`src/rtl/prio_event_encoder.sv`:
```
// Edge-capturing priority encoder: latches rising edges on N request lines and
// presents the winning eligible line as a 1-based code through a valid/ack handshake.
module prio_event_encoder #(
    parameter int unsigned N  = 8,
    parameter int unsigned CW = $clog2(N + 1),
    parameter int unsigned RR = 0
) (
    input  logic          clk,
    input  logic          rst_n,
    input  logic [N-1:0]  req,
    input  logic [N-1:0]  mask,
    input  logic          ack,
    output logic          valid,
    output logic [CW-1:0] code,
    output logic [N-1:0]  pending,
    output logic          overrun
);

    localparam int unsigned IW = (N > 1) ? $clog2(N) : 1;

    typedef enum logic {
        ST_IDLE    = 1'b0,
        ST_PRESENT = 1'b1
    } state_t;

    state_t        r_state;
    logic [N-1:0]  r_req_q;
    logic [N-1:0]  r_pending;
    logic          r_valid;
    logic [CW-1:0] r_code;
    logic          r_overrun;
    logic [IW-1:0] r_ptr;
    logic [IW-1:0] r_sel;

    logic [N-1:0]  w_edge;
    logic [N-1:0]  w_clr;
    logic [N-1:0]  w_eligible;
    logic [N-1:0]  w_low;
    logic [N-1:0]  w_cand;
    logic [IW-1:0] w_win;
    logic          w_any;
    logic          w_take;

    assign w_edge     = req & ~r_req_q;
    assign w_eligible = r_pending & mask;
    assign w_any      = |w_eligible;
    assign w_take     = (r_state == ST_PRESENT) & ack;

    // One-hot clear of the presented line on an accepted handshake.
    always_comb begin
        w_clr = '0;
        for (int i = 0; i < N; i++) begin
            if (w_take && (r_sel == IW'(i))) begin
                w_clr[i] = 1'b1;
            end
        end
    end

    // Rotating order (ptr down to 0, then wrap) is the highest index at or below
    // ptr if one exists, otherwise the highest index overall.
    always_comb begin
        w_low = '0;
        for (int i = 0; i < N; i++) begin
            w_low[i] = w_eligible[i] & (IW'(i) <= r_ptr);
        end
        w_cand = ((RR != 0) && (|w_low)) ? w_low : w_eligible;
        w_win  = '0;
        for (int i = 0; i < N; i++) begin
            if (w_cand[i]) begin
                w_win = IW'(i);
            end
        end
    end

    always_ff @(posedge clk or negedge rst_n) begin
        if (!rst_n) begin
            r_state   <= ST_IDLE;
            r_req_q   <= '0;
            r_pending <= '0;
            r_valid   <= 1'b0;
            r_code    <= '0;
            r_overrun <= 1'b0;
            r_ptr     <= IW'(N - 1);
            r_sel     <= '0;
        end else begin
            r_req_q   <= req;
            r_pending <= w_edge | (r_pending & ~w_clr);
            r_overrun <= |(w_edge & r_pending & ~w_clr);
            case (r_state)
                ST_IDLE: begin
                    if (w_any) begin
                        r_sel   <= w_win;
                        r_code  <= CW'(w_win) + CW'(1);
                        r_valid <= 1'b1;
                        r_state <= ST_PRESENT;
                    end else begin
                        r_code  <= '0;
                        r_valid <= 1'b0;
                    end
                end
                ST_PRESENT: begin
                    if (ack) begin
                        r_valid <= 1'b0;
                        r_code  <= '0;
                        r_state <= ST_IDLE;
                        if (RR != 0) begin
                            r_ptr <= (r_sel == '0) ? IW'(N - 1) : r_sel - IW'(1);
                        end
                    end
                end
                default: r_state <= ST_IDLE;
            endcase
        end
    end

    assign valid   = r_valid;
    assign code    = r_code;
    assign pending = r_pending;
    assign overrun = r_overrun;

endmodule

```
`config.mk`:
```
export PLATFORM = sky130hd
export DESIGN_NAME = prio_event_encoder
export DESIGN_NICKNAME = d
export VERILOG_FILES = /design/src/rtl/prio_event_encoder.sv
export SDC_FILE = /design/constraint.sdc
export NUM_CORES = 1
export LEC_CHECK = 0
export CORE_UTILIZATION = 49
export DETAILED_ROUTE_END_ITERATION = 10
export GPL_TIMING_DRIVEN = 0
export PLACE_DENSITY = 0.87
export SYNTH_ARGS = -nofsm -noshare
export SYNTH_HDL_FRONTEND = slang
export SYNTH_SLANG_ARGS = --single-unit
```
`constraint.sdc`:
```
create_clock -name clk -period 3.5 [get_ports clk]
set_input_delay 0.35 -clock clk [delete_from_list [all_inputs] [get_ports clk]]
set_output_delay 0.35 -clock clk [all_outputs]
set_load 0.01 [all_outputs]
```
==> flow_summary.toml <==
[run_status]
status = "complete, no violations"

[detailed_routing]
vias = 904
detail-route-antenna-nets = 0
viasPerCell = 5.48
drt_iter0_drc = 16
finalWirelength_um = 2360
dr.pass1.iters = 4
routedWlPerCell_um = 14.3
drcViolationCount = 0

[global_routing]
grt_overflow_total = 0
grt_pass1_vias = 901
antenna_found_initial = 0
grt_pass1_wl_um = 4000
grt_max_degree = 27
grt.total_usage_pct = 21.9

[synthesis]
synth-seq-area-share_pct = 58.4
syn_inst = 102
synthesis.nets = 122
synthArstFlopShare_pct = 100
yosys_warnings = 0
synth-seq-cells = 26
synth_cell_types = 29
synth_top_flop_cell = "dfrtp_1"
synth.avg_cell_area_um2 = 10.9
netlist_area_um2 = 1110
synth_edf_count = 0

[finish]
multiInputGateArea_um2 = 449
area_delta_synth_final_pct = 35.0
regArea_um2 = 651
layout.nets = 159
diodes = 0
final_area_um2 = 1510
fin_util_pct = 73.7
fillers = 145
drive_gt1_share_pct = 7.97
layout.cells.non_filler = 165

[sta]
tightest_slew_ps = 1090
finalSetupViolations = 0
drv_slew = 0
timing.final.hold_violations = 0
fin_tns_setup_ps = 0
fmax_mhz = 516
rsz0062_at_grt = "no"
fin_crit_ps = 1940
relSlewSlack_pct = 27.2
finalCritPeriodShare_pct = 55.4
skew_ps = 3.95

[job]
max-cap-violations = 0

[floorplan]
core_area_um2 = 2040
start_util_pct = 54.6
die_y_um = 49.7
die-area_um2 = 2470
io_pins = 33
rows = 16
die_x_um = 49.7

[place]
dp_hpwl_um = 1830
numPortBuffers = 32
place_inst = 161
dpl-instance-area_um2 = 1470
gp_congestion = 0.775

[pwr]
max-vdd-ir-drop_uv = 519
p_per_area_nw_per_um2 = 687
p_leak_nw = 0.678

[worst_setup_path]
end_kind = "flip-flop"
critical_path_class = "input pin to flip-flop"
crit_required_ps = 3720
cp_max_fo = 2
startpoint_type = "input pin"
arrival_ps = 2160

[cts]
cts_hold_buf = 0
htreeDepth = 1
cts_setup_buffers = 0
clockBufferDepth = 2
clk_pin_slew_ps = 130
cts.sinks = 26
cts-root-buf = "clkbuf_4"
cts_tree = "built"
cts_resized = 0
clock_latency_ps = 320
cts_buffers = 3

[hold_path]
hp-class = "flip-flop to flip-flop"
-- per-stage QoR --
stage | setup WS, ps | total power, mW | hold WS [ps]
finish | 1560 | 1.03 | 459
global route | 1490 | 1.10 | 467
CTS | 1580 | 1.04 | 464
detailed placement | 1230 | 0.890 | 446
global placement | 1250 | 0.870 | 426
floorplan | 1740 | 0.683 | 54.4
-- area by class of cell --
cell class                      count  area share, %
Clock buffer                        4           2.41
Timing Repair Buffer               32           21.3
Inverter                            4          0.998
Tap cell                           27           2.24
Sequential cell                    26           43.2
Multi-Input combinational cell     72           29.8
-- cells in the mapped netlist (2+ instances only) --
cell type / n / share of area [%]
nand3_1: 4 / 1.8
o21ai_0: 4 / 1.8
a21o_1: 2 / 1.3
nor2b_1: 2 / 1.1
a31o_1: 2 / 1.6
and3_1: 2 / 1.1
o22a_1: 2 / 1.6
nor2_1: 4 / 1.3
nand2b_1: 8 / 4.5
nand2_1: 23 / 7.7
inv_1: 4 / 1.3
a21oi_1: 2 / 0.90
dfrtp_1: 26 / 58
a22o_1: 2 / 1.6
-- placed cells by master (no fill, tap or decap), drive strengths merged --
master         instances
a21o                   2
a21oi                  3
a221o                  1
a221oi                 1
a22o                   2
a22oi                  1
a31o                   2
a32o                   1
and3                   2
and3b                  2
clkbuf                 4
clkdlybuf4s50         32
dfrtp                 26
ha                     1
inv                    4
mux2                   1
nand2                 23
nand2b                 8
nand3                  4
nor2                   4
nor2b                  3
nor3                   1
o2111ai                1
o21ai                  4
o221a                  1
o22a                   2
or2                    1
or3                    1
-- logic make-up (layout without fill, tap and decap cells) --
logic type,Yosys count,after routing,synth area share (%)
AOI/OAI and AO/OA,21,21,15.7
buffers and inverters,4,40,1.35
muxes,1,1,1.35
and+or+nand+nor,49,49,22.1
DFF,26,26,58.4
adders and majority gates,1,1,1.12
-- per-layer routing --
layer  up-vias  GRT usage [%]  share of wire, %
li1        430              -                 -
met3         5           2.47               3.6
met4         0           10.0               2.0
met5         -              0                 0
met2        24           37.6                52
met1       445           27.5                42
-- registers in the layout, summed over array words and instances, names as in the netlist --
register	flops
overrun	1
valid	1
r_req_q	8
r_sel	3
pending	8
code	4
r_state	1
-- final timing paths --
| path | startpoint | end | slack, ps | cells past startpoint |
|---|---|---|---|---|
| min | r_req_q[4] | pending[4] | 460 | 1 |
| min in group asynchronous | rst_n | pending[7] | 600 | 1 |
| max in group asynchronous | rst_n | pending[4] | 2250 | 1 |
| min reg2reg | r_req_q[4] | pending[4] | 460 | 1 |
| max reg2reg | pending[2] | code[2] | 1640 | 7 |
| max | mask[2] | code[2] | 1560 | 8 |
-- report_power, final --
group | internal [mW] | switching, mW | total (mW)
sequential | 0.385 | 0.0852 | 0.470
clock | 0.0637 | 0.0848 | 0.148
combinational | 0.231 | 0.185 | 0.416
total | 0.679 | 0.355 | 1.03
-- critical path: stages --
cell	delay (ps)
clkdlybuf4s50_1	490
nand2_1	60
a32o_1	260
a221o_1	380
ha_1	220
and3b_1	180
nor3_1	160
a21oi_1	50
(Power assumes the default switching activity.)
==> RTL change: new RTL, same settings <==
Set the parameter `N` to 16 (it was 8).
--- a/src/rtl/prio_event_encoder.sv
+++ b/src/rtl/prio_event_encoder.sv
@@ -2,5 +2,5 @@
 // presents the winning eligible line as a 1-based code through a valid/ack handshake.
 module prio_event_encoder #(
-    parameter int unsigned N  = 8,
+    parameter int unsigned N  = 16,
     parameter int unsigned CW = $clog2(N + 1),
     parameter int unsigned RR = 0
Interface: changed (resized code, mask, pending and req); port bits go from 33 to 58. The function was not compared with the original's and may differ.
==> RTL change against the unedited design <==
  * Synthesized cell count up 85%
  * Sequential cell count up 18
  * Area after synthesis up 72%
  * Maximum frequency down 5.6%
  * Power up 58%
  * Clock skew up 0.0055 ns
  * Sequential power up 47%
  * Worst hold slack worse by 0.070 ns
  * Via count up 89%
  * Final area up 78%
  * Routed wire length up 100%
  * Combinational power up 36%
  * Setup slack worse by 0.12 ns
  * Largest cell class unchanged
==> RTL change: results (changes against the unedited design) <==
status: "finished clean"
r2r-start: "pending[5]"
cts_hold_buffers: 1  # +1
dp_hpwl_mm: 3.69  # +100%
vdd_ir_drop_max_v: 0.000360  # -31%
numPortBuffers: 57  # +78%
insertion_delay_ns: 0.30  # -0.02 ns
cp_slowest_stage_delay_ns: 0.45  # -0.04 ns
hold_path.class: "in2async"
path_max_fanout: 4  # +2
synth_area_leaders: "dfrtp_1 57%, o21ai_0 8.4%, nor3_1 4.2%"
grt_max_degree: 43  # +59%
p_switching_mw: 0.534  # +51%
synthDistinctLibCells: 35  # +21%
arrival_ns: 2.24  # +0.08 ns
vias: 1712  # +89%
cts_htree_levels: 2  # +1
period_minus_slack_ns: 2.05  # +0.115 ns
cts_inserted_buffers: 5  # +2
whs_ns: 0.390  # -0.0699 ns
fin_nets: 291  # +83%
grt_pass1_wl_mm: 7.85  # +96%
detail_route.wl_per_cell_um: 15.9  # +11%
leakagePower_nw: 1.11  # +64%
synth_commonest_cells: "44 x dfrtp_1, 32 x o21ai_0, 18 x inv_1, 18 x nand2_1, 16 x nor3_1"
cts.clk_slew.worst_paths_ns: 0.08  # -0.05 ns
track_usage: 0.261  # +0.0414
cts_root_buf: "clkbuf_8"
clock_skew_ns: 0.00949  # +0.00555 ns
RTL change: cell types whose count changed in the layout (fill, tap and decap cells not counted), moves of 5 or more:
cell	unedited run	this run
a21oi_1	2	8
clkdlybuf4s50_1	32	56
dfrtp_1	26	44
inv_1	4	18
nand2_1	23	18
nand2b_1	8	3
nor3_1	1	16
o21ai_0	4	32
RTL change: worst max-delay path by stage:
stage                          start       to  slack [ns]  depth (start not counted)
after floorplan           pending[5]  code[2]        1.72                          7
after global placement         rst_n  code[2]         1.0                          1
after detailed placement     mask[5]  code[2]        1.16                          8
after CTS                    mask[5]  code[2]        1.45                          8
after global routing         mask[5]  code[2]        1.33                          8
final                        mask[5]  code[2]        1.45                          8
RTL change: power groups by stage:
| stage | logic, mW | clock network, mW | registers (mW) |
|---|---|---|---|
| after floorplan | 0.270 | 0 | 0.711 |
| final | 0.566 | 0.382 | 0.689 |
| after CTS | 0.567 | 0.386 | 0.689 |
| after global routing | 0.616 | 0.410 | 0.704 |
| after global placement | 0.546 | 0 | 0.691 |
| after detailed placement | 0.558 | 0 | 0.698 |
RTL change: kinds of logic after synthesis:
family / share of synthesized area
buffers and inverters: 0.0451
AOI/OAI and AO/OA: 0.211
DFF: 0.575
xor gates and xnor gates: 0.00457
adders and majority gates: 0.00653
and+or+nand+nor: 0.158
RTL change: cell type report:
cell class                      instances  share of cell area
Clock buffer                            5              0.0257
Clock inverter                          3              0.0159
Tap cell                               48              0.0224
Multi-Input combinational cell        125               0.271
Timing Repair Buffer                   59               0.222
Inverter                               18              0.0252
Sequential cell                        44               0.410
Buffer                                  2             0.00700
RTL change: layer usage:
layer | routed length, µm | global-route usage | vias up
li1 | - | - | 813
met1 | 1990 | 0.305 | 807
met2 | 2380 | 0.424 | 71
met3 | 269 | 0.0739 | 21
met4 | 187 | 0.158 | 0
met5 | 0 | 0 | -
RTL change: through the flow:
stage                     worst slack (ns)  power (mW)  cell area (µm²)
final                                 1.45        1.64             2680
after CTS                             1.45        1.64             2680
after global placement               0.996        1.24             2550
after global routing                  1.33        1.73             2680
after floorplan                       1.72       0.981             1920
after detailed placement              1.16        1.26             2560
